### src/rtl/pc_unit_if.sv
// Fetch-stage bundle: branch resolution and hazard inputs toward pc_unit, fetch address/flush/trap back out.
// master = upstream driver (EX stage / bench), slave = pc_unit.
interface pc_unit_if #(
  parameter int VAR_WIDTH = 32
);
  logic                 stall;
  logic                 branch;
  logic                 comparator;
  logic                 jump;
  logic                 jalr;
  logic [VAR_WIDTH-1:0] ex_pc;
  logic [VAR_WIDTH-1:0] imm;
  logic [VAR_WIDTH-1:0] rs1;
  logic                 imem_ack;
  logic [VAR_WIDTH-1:0] pc;
  logic [VAR_WIDTH-1:0] pc_plus4;
  logic                 fetch_req;
  logic                 flush;
  logic                 misaligned;

  modport master (
    output stall, branch, comparator, jump, jalr, ex_pc, imm, rs1, imem_ack,
    input  pc, pc_plus4, fetch_req, flush, misaligned
  );

  modport slave (
    input  stall, branch, comparator, jump, jalr, ex_pc, imm, rs1, imem_ack,
    output pc, pc_plus4, fetch_req, flush, misaligned
  );
endinterface

### src/rtl/pc_unit.sv
// Fetch PC sequencer with branch/jump redirect; PC_MISALIGN_TRAP_EN traps misaligned targets into HALT.
// Latency: redirect loads the PC on the next edge, followed by one bubble cycle without a fetch request.
// Backpressure: PC advances only on imem_ack with no stall; a taken redirect overrides both.
module pc_unit #(
  parameter int                   VAR_WIDTH = 32,
  parameter logic [VAR_WIDTH-1:0] RESET_PC  = '0
) (
  input logic       clk,
  input logic       rst,
  pc_unit_if.slave  bus
);

  typedef enum logic [1:0] {BOOT, RUN, REDIRECT, HALT} state_t;

  localparam logic [VAR_WIDTH-1:0] LSB_MASK  = ~VAR_WIDTH'(1);
  localparam logic [VAR_WIDTH-1:0] WORD_MASK = ~VAR_WIDTH'(3);

  state_t               state, state_nxt;
  logic [VAR_WIDTH-1:0] pc_q, pc_nxt;
  logic [VAR_WIDTH-1:0] target_raw, target;
  logic                 bad_target;
  logic                 take;
  logic                 flush;
  logic                 fetch_req;
  logic                 mis_q, mis_nxt;

  always_comb begin
    if (bus.jump && bus.jalr) target_raw = (bus.rs1 + bus.imm) & LSB_MASK;
    else                      target_raw = bus.ex_pc + bus.imm;
  end

`ifdef PC_MISALIGN_TRAP_EN
  assign bad_target = |target_raw[1:0];
  assign target     = target_raw;
`else
  // Without the trap, misaligned targets are silently word-aligned.
  assign bad_target = 1'b0;
  assign target     = target_raw & WORD_MASK;
`endif

  always_comb begin
    state_nxt = state;
    pc_nxt    = pc_q;
    mis_nxt   = 1'b0;
    take      = 1'b0;
    flush     = 1'b0;
    fetch_req = 1'b0;
    case (state)
      BOOT: state_nxt = RUN;
      RUN: begin
        fetch_req = 1'b1;
        take      = (bus.branch & bus.comparator) | bus.jump;
        if (take) begin
          flush = 1'b1;
          if (bad_target) begin
            mis_nxt   = 1'b1;
            state_nxt = HALT;
          end else begin
            pc_nxt    = target;
            state_nxt = REDIRECT;
          end
        end else if (bus.imem_ack && !bus.stall) begin
          pc_nxt = pc_q + VAR_WIDTH'(4);
        end
      end
      REDIRECT: state_nxt = RUN;
      HALT:     state_nxt = HALT;
      default:  state_nxt = BOOT;
    endcase
  end

  always_ff @(posedge clk or posedge rst) begin
    if (rst) begin
      state <= BOOT;
      pc_q  <= RESET_PC;
      mis_q <= 1'b0;
    end else begin
      state <= state_nxt;
      pc_q  <= pc_nxt;
      mis_q <= mis_nxt;
    end
  end

  assign bus.pc         = pc_q;
  assign bus.pc_plus4   = pc_q + VAR_WIDTH'(4);
  assign bus.fetch_req  = fetch_req;
  assign bus.flush      = flush;
  assign bus.misaligned = mis_q;

endmodule

### src/flat_wrapper.sv
// flat-port wrapper written by rule: the top's interface ports become plain ports
module pc_unit_flat 
#(
  parameter int                   VAR_WIDTH = 32,
  parameter logic [VAR_WIDTH-1:0] RESET_PC  = '0
)
  (clk, rst, bus_stall, bus_branch, bus_comparator, bus_jump, bus_jalr, bus_ex_pc, bus_imm, bus_rs1, bus_imem_ack, bus_pc, bus_pc_plus4, bus_fetch_req, bus_flush, bus_misaligned);
  pc_unit_if #(.VAR_WIDTH(VAR_WIDTH)) bus_i ();
  input logic clk;
  input logic rst;
  input wire logic [$bits(bus_i.stall)-1:0] bus_stall;
  input wire logic [$bits(bus_i.branch)-1:0] bus_branch;
  input wire logic [$bits(bus_i.comparator)-1:0] bus_comparator;
  input wire logic [$bits(bus_i.jump)-1:0] bus_jump;
  input wire logic [$bits(bus_i.jalr)-1:0] bus_jalr;
  input wire logic [$bits(bus_i.ex_pc)-1:0] bus_ex_pc;
  input wire logic [$bits(bus_i.imm)-1:0] bus_imm;
  input wire logic [$bits(bus_i.rs1)-1:0] bus_rs1;
  input wire logic [$bits(bus_i.imem_ack)-1:0] bus_imem_ack;
  output wire logic [$bits(bus_i.pc)-1:0] bus_pc;
  output wire logic [$bits(bus_i.pc_plus4)-1:0] bus_pc_plus4;
  output wire logic [$bits(bus_i.fetch_req)-1:0] bus_fetch_req;
  output wire logic [$bits(bus_i.flush)-1:0] bus_flush;
  output wire logic [$bits(bus_i.misaligned)-1:0] bus_misaligned;
  assign bus_i.stall = bus_stall;
  assign bus_i.branch = bus_branch;
  assign bus_i.comparator = bus_comparator;
  assign bus_i.jump = bus_jump;
  assign bus_i.jalr = bus_jalr;
  assign bus_i.ex_pc = bus_ex_pc;
  assign bus_i.imm = bus_imm;
  assign bus_i.rs1 = bus_rs1;
  assign bus_i.imem_ack = bus_imem_ack;
  assign bus_pc = bus_i.pc;
  assign bus_pc_plus4 = bus_i.pc_plus4;
  assign bus_fetch_req = bus_i.fetch_req;
  assign bus_flush = bus_i.flush;
  assign bus_misaligned = bus_i.misaligned;
  pc_unit #(.VAR_WIDTH(VAR_WIDTH), .RESET_PC(RESET_PC)) u_core (.clk(clk), .rst(rst), .bus(bus_i));
endmodule
### config.mk
export PLATFORM = sky130hd
export DESIGN_NAME = pc_unit_flat
export DESIGN_NICKNAME = d
export VERILOG_FILES = /design/src/rtl/pc_unit_if.sv /design/src/rtl/pc_unit.sv /design/src/flat_wrapper.sv
export SDC_FILE = /design/constraint.sdc
export NUM_CORES = 1
export LEC_CHECK = 0
export CAP_MARGIN = 10
export CORE_ASPECT_RATIO = 0.6
export CORE_MARGIN = 1.5
export CORE_UTILIZATION = 45
export DETAILED_ROUTE_END_ITERATION = 10
export PLACE_DENSITY = 0.91
export SYNTH_ARGS = -nofsm -noshare
export SYNTH_HDL_FRONTEND = slang
export SYNTH_SLANG_ARGS = --single-unit
### constraint.sdc
create_clock -name clk -period 2.71 [get_ports clk]
set_input_delay 0.542 -clock clk [delete_from_list [all_inputs] [get_ports clk]]
set_output_delay 0.542 -clock clk [all_outputs]
set_load 0.05 [all_outputs]
==> impl_metrics.tcl, run 1 <==
set metrics [dict create \
    globalRouteTotalUtil_pct 79.72 \
    ys.flop_type "dfrtp_1" \
    clock_path_buffers 2 \
    grt_max_degree 33 \
    ys_seq_elements 32 \
    dieWidth_microns 140.3 \
    synth.area.top_cells "dfrtp_1 (16%), ha_1 (15%), xnor2_1 (7.1%)" \
    ys_seq_area_share_pct 15.74 \
    async_flop_share_pct 100.0 \
    rows 29 \
    syn_avg_cell_area_sq_um 7.505 \
    grt_overflow_total 104 \
    worst_endpoint_kind "register input" \
    io_pins 171 \
    ys_types 64 \
    tool.error "[ERROR GRT-0232] Routing congestion too high. Check the congestion heatmap in the GUI." \
    start_util_pct 47.22 \
    stop_stage "global routing" \
    die_h_microns 85.37 \
    htree_levels 2 \
    worst_endpoint "u_core.bus.pc[30]$_DFFE_PP0P_/D" \
    cts_root_buffer "clkbuf_16" \
    cts_buffers 5 \
    dpl_cell_area_sq_um 8591 \
    io_buffers 165 \
    postSynthCellCount 678 \
    synth_edf_count 0 \
    yosysWarnings 0 \
    placed_cells 1120 \
    place.gp.congestion 1.024 \
    clock-sinks 32 \
    cts_hold_buf 0 \
    yosys.area.top_type "dfrtp_1" \
    outcome "stopped before the end" \
    netlist.area_leader.share_pct 15.74 \
    dp_hpwl_mm 17.86 \
    synth_area_sq_um 5089 \
]
==> logic make-up after synthesis <==
group                      after synthesis  synth area share (%)
and+or+nand+nor                        241                 22.70
AOI/OAI and AO/OA                      235                 30.83
xor gates and xnor gates                72                 12.39
adders and majority gates               61                 15.00
buffers and inverters                   34                 2.877
DFF                                     32                 15.74
muxes                                    2                0.3934
other                                    1               0.07369
==> layer usage <==
layer  track usage (%)  overflow
met1             79.20         2
met2             95.86        56
met3             66.82         5
met4             85.17        41
met5             10.12         0
==> what timing repair did <==
action	in CTS
gates resized for setup	265
buffers inserted	38
endpoints found under the setup margin	39
pin swaps	99
==> synthesized netlist by cell type (11+ instances only) <==
| cell type | n |
|---|---|
| nor2b_1 | 13 |
| xnor2_1 | 41 |
| o21ai_0 | 47 |
| a21o_1 | 24 |
| clkbuf_1 | 17 |
| nand3_1 | 29 |
| nor3_1 | 20 |
| a31oi_1 | 12 |
| xor2_1 | 31 |
| nand2_1 | 61 |
| and3_1 | 18 |
| a21oi_1 | 69 |
| dfrtp_1 | 32 |
| ha_1 | 61 |
| a211oi_1 | 12 |
| nor2_1 | 66 |
| nand4_1 | 13 |
| o22ai_1 | 11 |
==> stage by stage <==
stage | setup TNS, ps | setup WS (ps)
after floorplan | -804.9 | -187.1
after global placement | -11890 | -757.4
after detailed placement | -15740 | -924.7
after CTS | -409.6 | -101.2
==> run 2, diff against run 1 <==
--- a/config.mk
+++ b/config.mk
@@ -6,11 +6,10 @@
 export NUM_CORES = 1
 export LEC_CHECK = 0
 export CAP_MARGIN = 10
-export CORE_ASPECT_RATIO = 0.6
 export CORE_MARGIN = 1.5
-export CORE_UTILIZATION = 45
+export CORE_UTILIZATION = 30
 export DETAILED_ROUTE_END_ITERATION = 10
-export PLACE_DENSITY = 0.91
+export PLACE_DENSITY_LB_ADDON = 0.15
 export SYNTH_ARGS = -nofsm -noshare
 export SYNTH_HDL_FRONTEND = slang
 export SYNTH_SLANG_ARGS = --single-unit
==> run 2 against run 1 <==
Compared with the run above: the flow now finishes, with violations (setup timing); area after synthesis unchanged; synthesized cell count unchanged.
==> impl_metrics.tcl, run 2 <==
set metrics [dict create \
    outcome "finished, violations left" \
    violations "setup timing" \
    io_buffers 165 \
    ys_seq_elements 32 \
    cts_buffers 5 \
    pwr-share-clk_pct 7.7 \
    layout_common_cells "buf_4 (245), clkdlybuf4s50_1 (82), nand2_1 (56)" \
    largest_reg_flops 30 \
    path_common_cell "a211oi_4" \
    dp_hpwl_mm 17.71 \
    yosysMostFrequentCell "a21oi_1" \
    synth.area.top_cells "dfrtp_1 (16%), ha_1 (15%), xnor2_1 (7.1%)" \
    grt_pass1_vias 7046 \
    wl_per_cell_microns 17.47 \
    fill_cells 1422 \
    grt_max_degree 33 \
    drive_gt1_share_pct 46.49 \
    worst_pin_slew_ps 558.6 \
    syn_to_final_growth_pct 104.4 \
    finalCritPeriodShare_pct 102.5 \
    htree_levels 2 \
    finalWorstSetupSlack_ps -67.11 \
    drt-total-wl_mm 22.79 \
    viasPerCell 5.263 \
    globalRouteTotalUtil_pct 24.86 \
    placed_cells 1235 \
    slew_headroom_pct 62.65 \
    ir_drop_mv 0.6084 \
    required_ps 2870 \
    io_pins 171 \
    whs_ps 485.3 \
    critPathSlowestCell "a221oi_4" \
    antenna_left 0 \
    ys.flop_type "dfrtp_1" \
    place.gp.congestion 0.9038 \
    dieArea_sq_um 17750 \
    postSynthCellCount 678 \
    finClkSkew_ps 4.004 \
    netlist_top_cells_count "a21oi_1 (69), nor2_1 (66), ha_1 (61), nand2_1 (61), o21ai_0 (47)" \
    netlist.area_leader.share_pct 15.74 \
    p_seq_share_pct 13.1 \
    drt_first_pass_iters 5 \
    rows 47 \
    seqCellArea_sq_um 820.8 \
    final.min_clock_period_ps 2777 \
    layout.cells.non_filler 1304 \
    vias 6863 \
    syn_avg_cell_area_sq_um 7.505 \
    totalPowerFinal_mw 7.369 \
    cts_root_buffer "clkbuf_16" \
    crit_chain "buf_8, ha_4, a21o_1, nor2b_4, a211oi_4, a21bo_4, o22ai_4, buf_12, a211oi_4, nor2_4, a221oi_4, mux2i_1, a21oi_1" \
    final_common_cell "buf_4" \
    cp_max_fo 3 \
    ys_seq_area_share_pct 15.74 \
    yosysWarnings 0 \
    setup_viol 7 \
    clock-sinks 32 \
    core-area_sq_um 16580 \
    dpl_cell_area_sq_um 8947 \
    synth_area_sq_um 5089 \
    drtIter0Drc 363 \
    max_clock_freq_mhz 360.1 \
    fin_nets 1248 \
    p_switching_mw 3.752 \
    clock_path_buffers 2 \
    async_flop_share_pct 100.0 \
    dieWidth_microns 133.2 \
    finalInstanceArea_sq_um 10400 \
    drv_slew 0 \
    drv_cap 0 \
    p_comb_share_pct 79.1 \
    crit_arrival_ps 2940 \
    grt_pass1_wl_mm 35.55 \
    die_h_microns 133.2 \
    power.density_nw_per_um2 708.4 \
    start_util_pct 30.69 \
    worstSetupPathType "in -> reg" \
    rsz0062_at_grt "true" \
    antenna_found_initial 0 \
    multi_input_area_sq_um 5384 \
    n_antenna_cell 0 \
    place_worst_setup_slack_ps -918.6 \
    switching_share_pct 50.91 \
    cts_tree "yes" \
    intPower_mw 3.618 \
    startpoint_type "primary input" \
    ys_types 64 \
    yosys.area.top_type "dfrtp_1" \
    path_clk_slew_ps 50 \
    drc_errors 0 \
    end_kind "flip-flop" \
    finalHoldViolCount 0 \
    hp-class "reg -> reg" \
    synth_edf_count 0 \
    p_leak_nw 4.509 \
    clkLatencyLatePin_ps 280 \
    critPathMaxStageDelay_ps 360 \
    grt_overflow_total 0 \
]
==> run 2: area by class of cell <==
type	instances	area share (%)
clock buffers	6	1.335
clock inverters	2	0.09622
inverters	10	0.3608
multi-input cells	616	51.76
flip-flops and latches	32	7.890
well taps	220	2.646
repair buffers	418	35.92
==> run 2: power by group through the flow <==
| stage | clock network [mW] | logic, mW | registers (mW) |
|---|---|---|---|
| detailed placement | 0 | 5.38 | 0.981 |
| global route | 0.592 | 6.12 | 1.01 |
| global placement | 0 | 5.35 | 0.968 |
| finish | 0.571 | 5.83 | 0.968 |
| CTS | 0.575 | 5.66 | 0.961 |
| floorplan | 0 | 2.12 | 1.82 |
==> run 2: critical path, delay by kind of cell <==
| kind | cells | cell delay [ps] |
|---|---|---|
| fa+ha+maj | 1 | 260 |
| simple gates | 2 | 160 |
| compound gates | 7 | 1480 |
| buf+inv | 2 | 260 |
| mux | 1 | 220 |
==> run 2: through the flow <==
| step | TNS, ps | utilization (%) |
|---|---|---|
| floorplan | -804.9 | - |
| global placement | -13980 | 53.95 |
| detailed placement | -15380 | 53.95 |
| CTS | -128.3 | 60.07 |
| global route | -1060 | 62.73 |
| finish | -221.1 | 62.73 |
==> run 2: cell families after synthesis <==
group,share of synthesized area [%]
AOI/OAI and AO/OA,30.83
xor gates and xnor gates,12.39
adders and majority gates,15.00
buffers and inverters,2.877
DFF,15.74
muxes,0.3934
other,0.07369
and+or+nand+nor,22.70
==> run 2: metal layers <==
layer | up-vias | track usage, % | share of wire (%)
met1 | 3258 | 31.26 | 42
li1 | 3329 | - | -
met5 | - | 0 | 0
met3 | 48 | 2.664 | 4.5
met4 | 0 | 8.031 | 3.1
met2 | 228 | 44.39 | 50
==> run 2: worst paths after layout <==
kind	startpoint	endpoint	slack, ps	cells after the start
max	bus_imm[9]	u_core.bus.pc[31]	-70	13
min	u_core.state[0]	u_core.state[1]	490	1
max reg2reg	u_core.bus.pc[14]	u_core.bus.pc[25]	350	9
min reg2reg	u_core.state[0]	u_core.state[1]	490	1
max in group asynchronous	rst	u_core.bus.pc[10]	1680	3
min in group asynchronous	rst	u_core.bus.pc[3]	670	3
==> run 2: what timing repair did <==
action | 4_1_cts | 5_1_grt
gates resized for setup | 281 | 88
pin swaps | 98 | 94
buffers inserted | 44 | 20
setup endpoints to repair | 33 | 34
hold buffers | 0 | 0
hold endpoints to repair | 0 | 0
(Power assumes the default switching activity.)
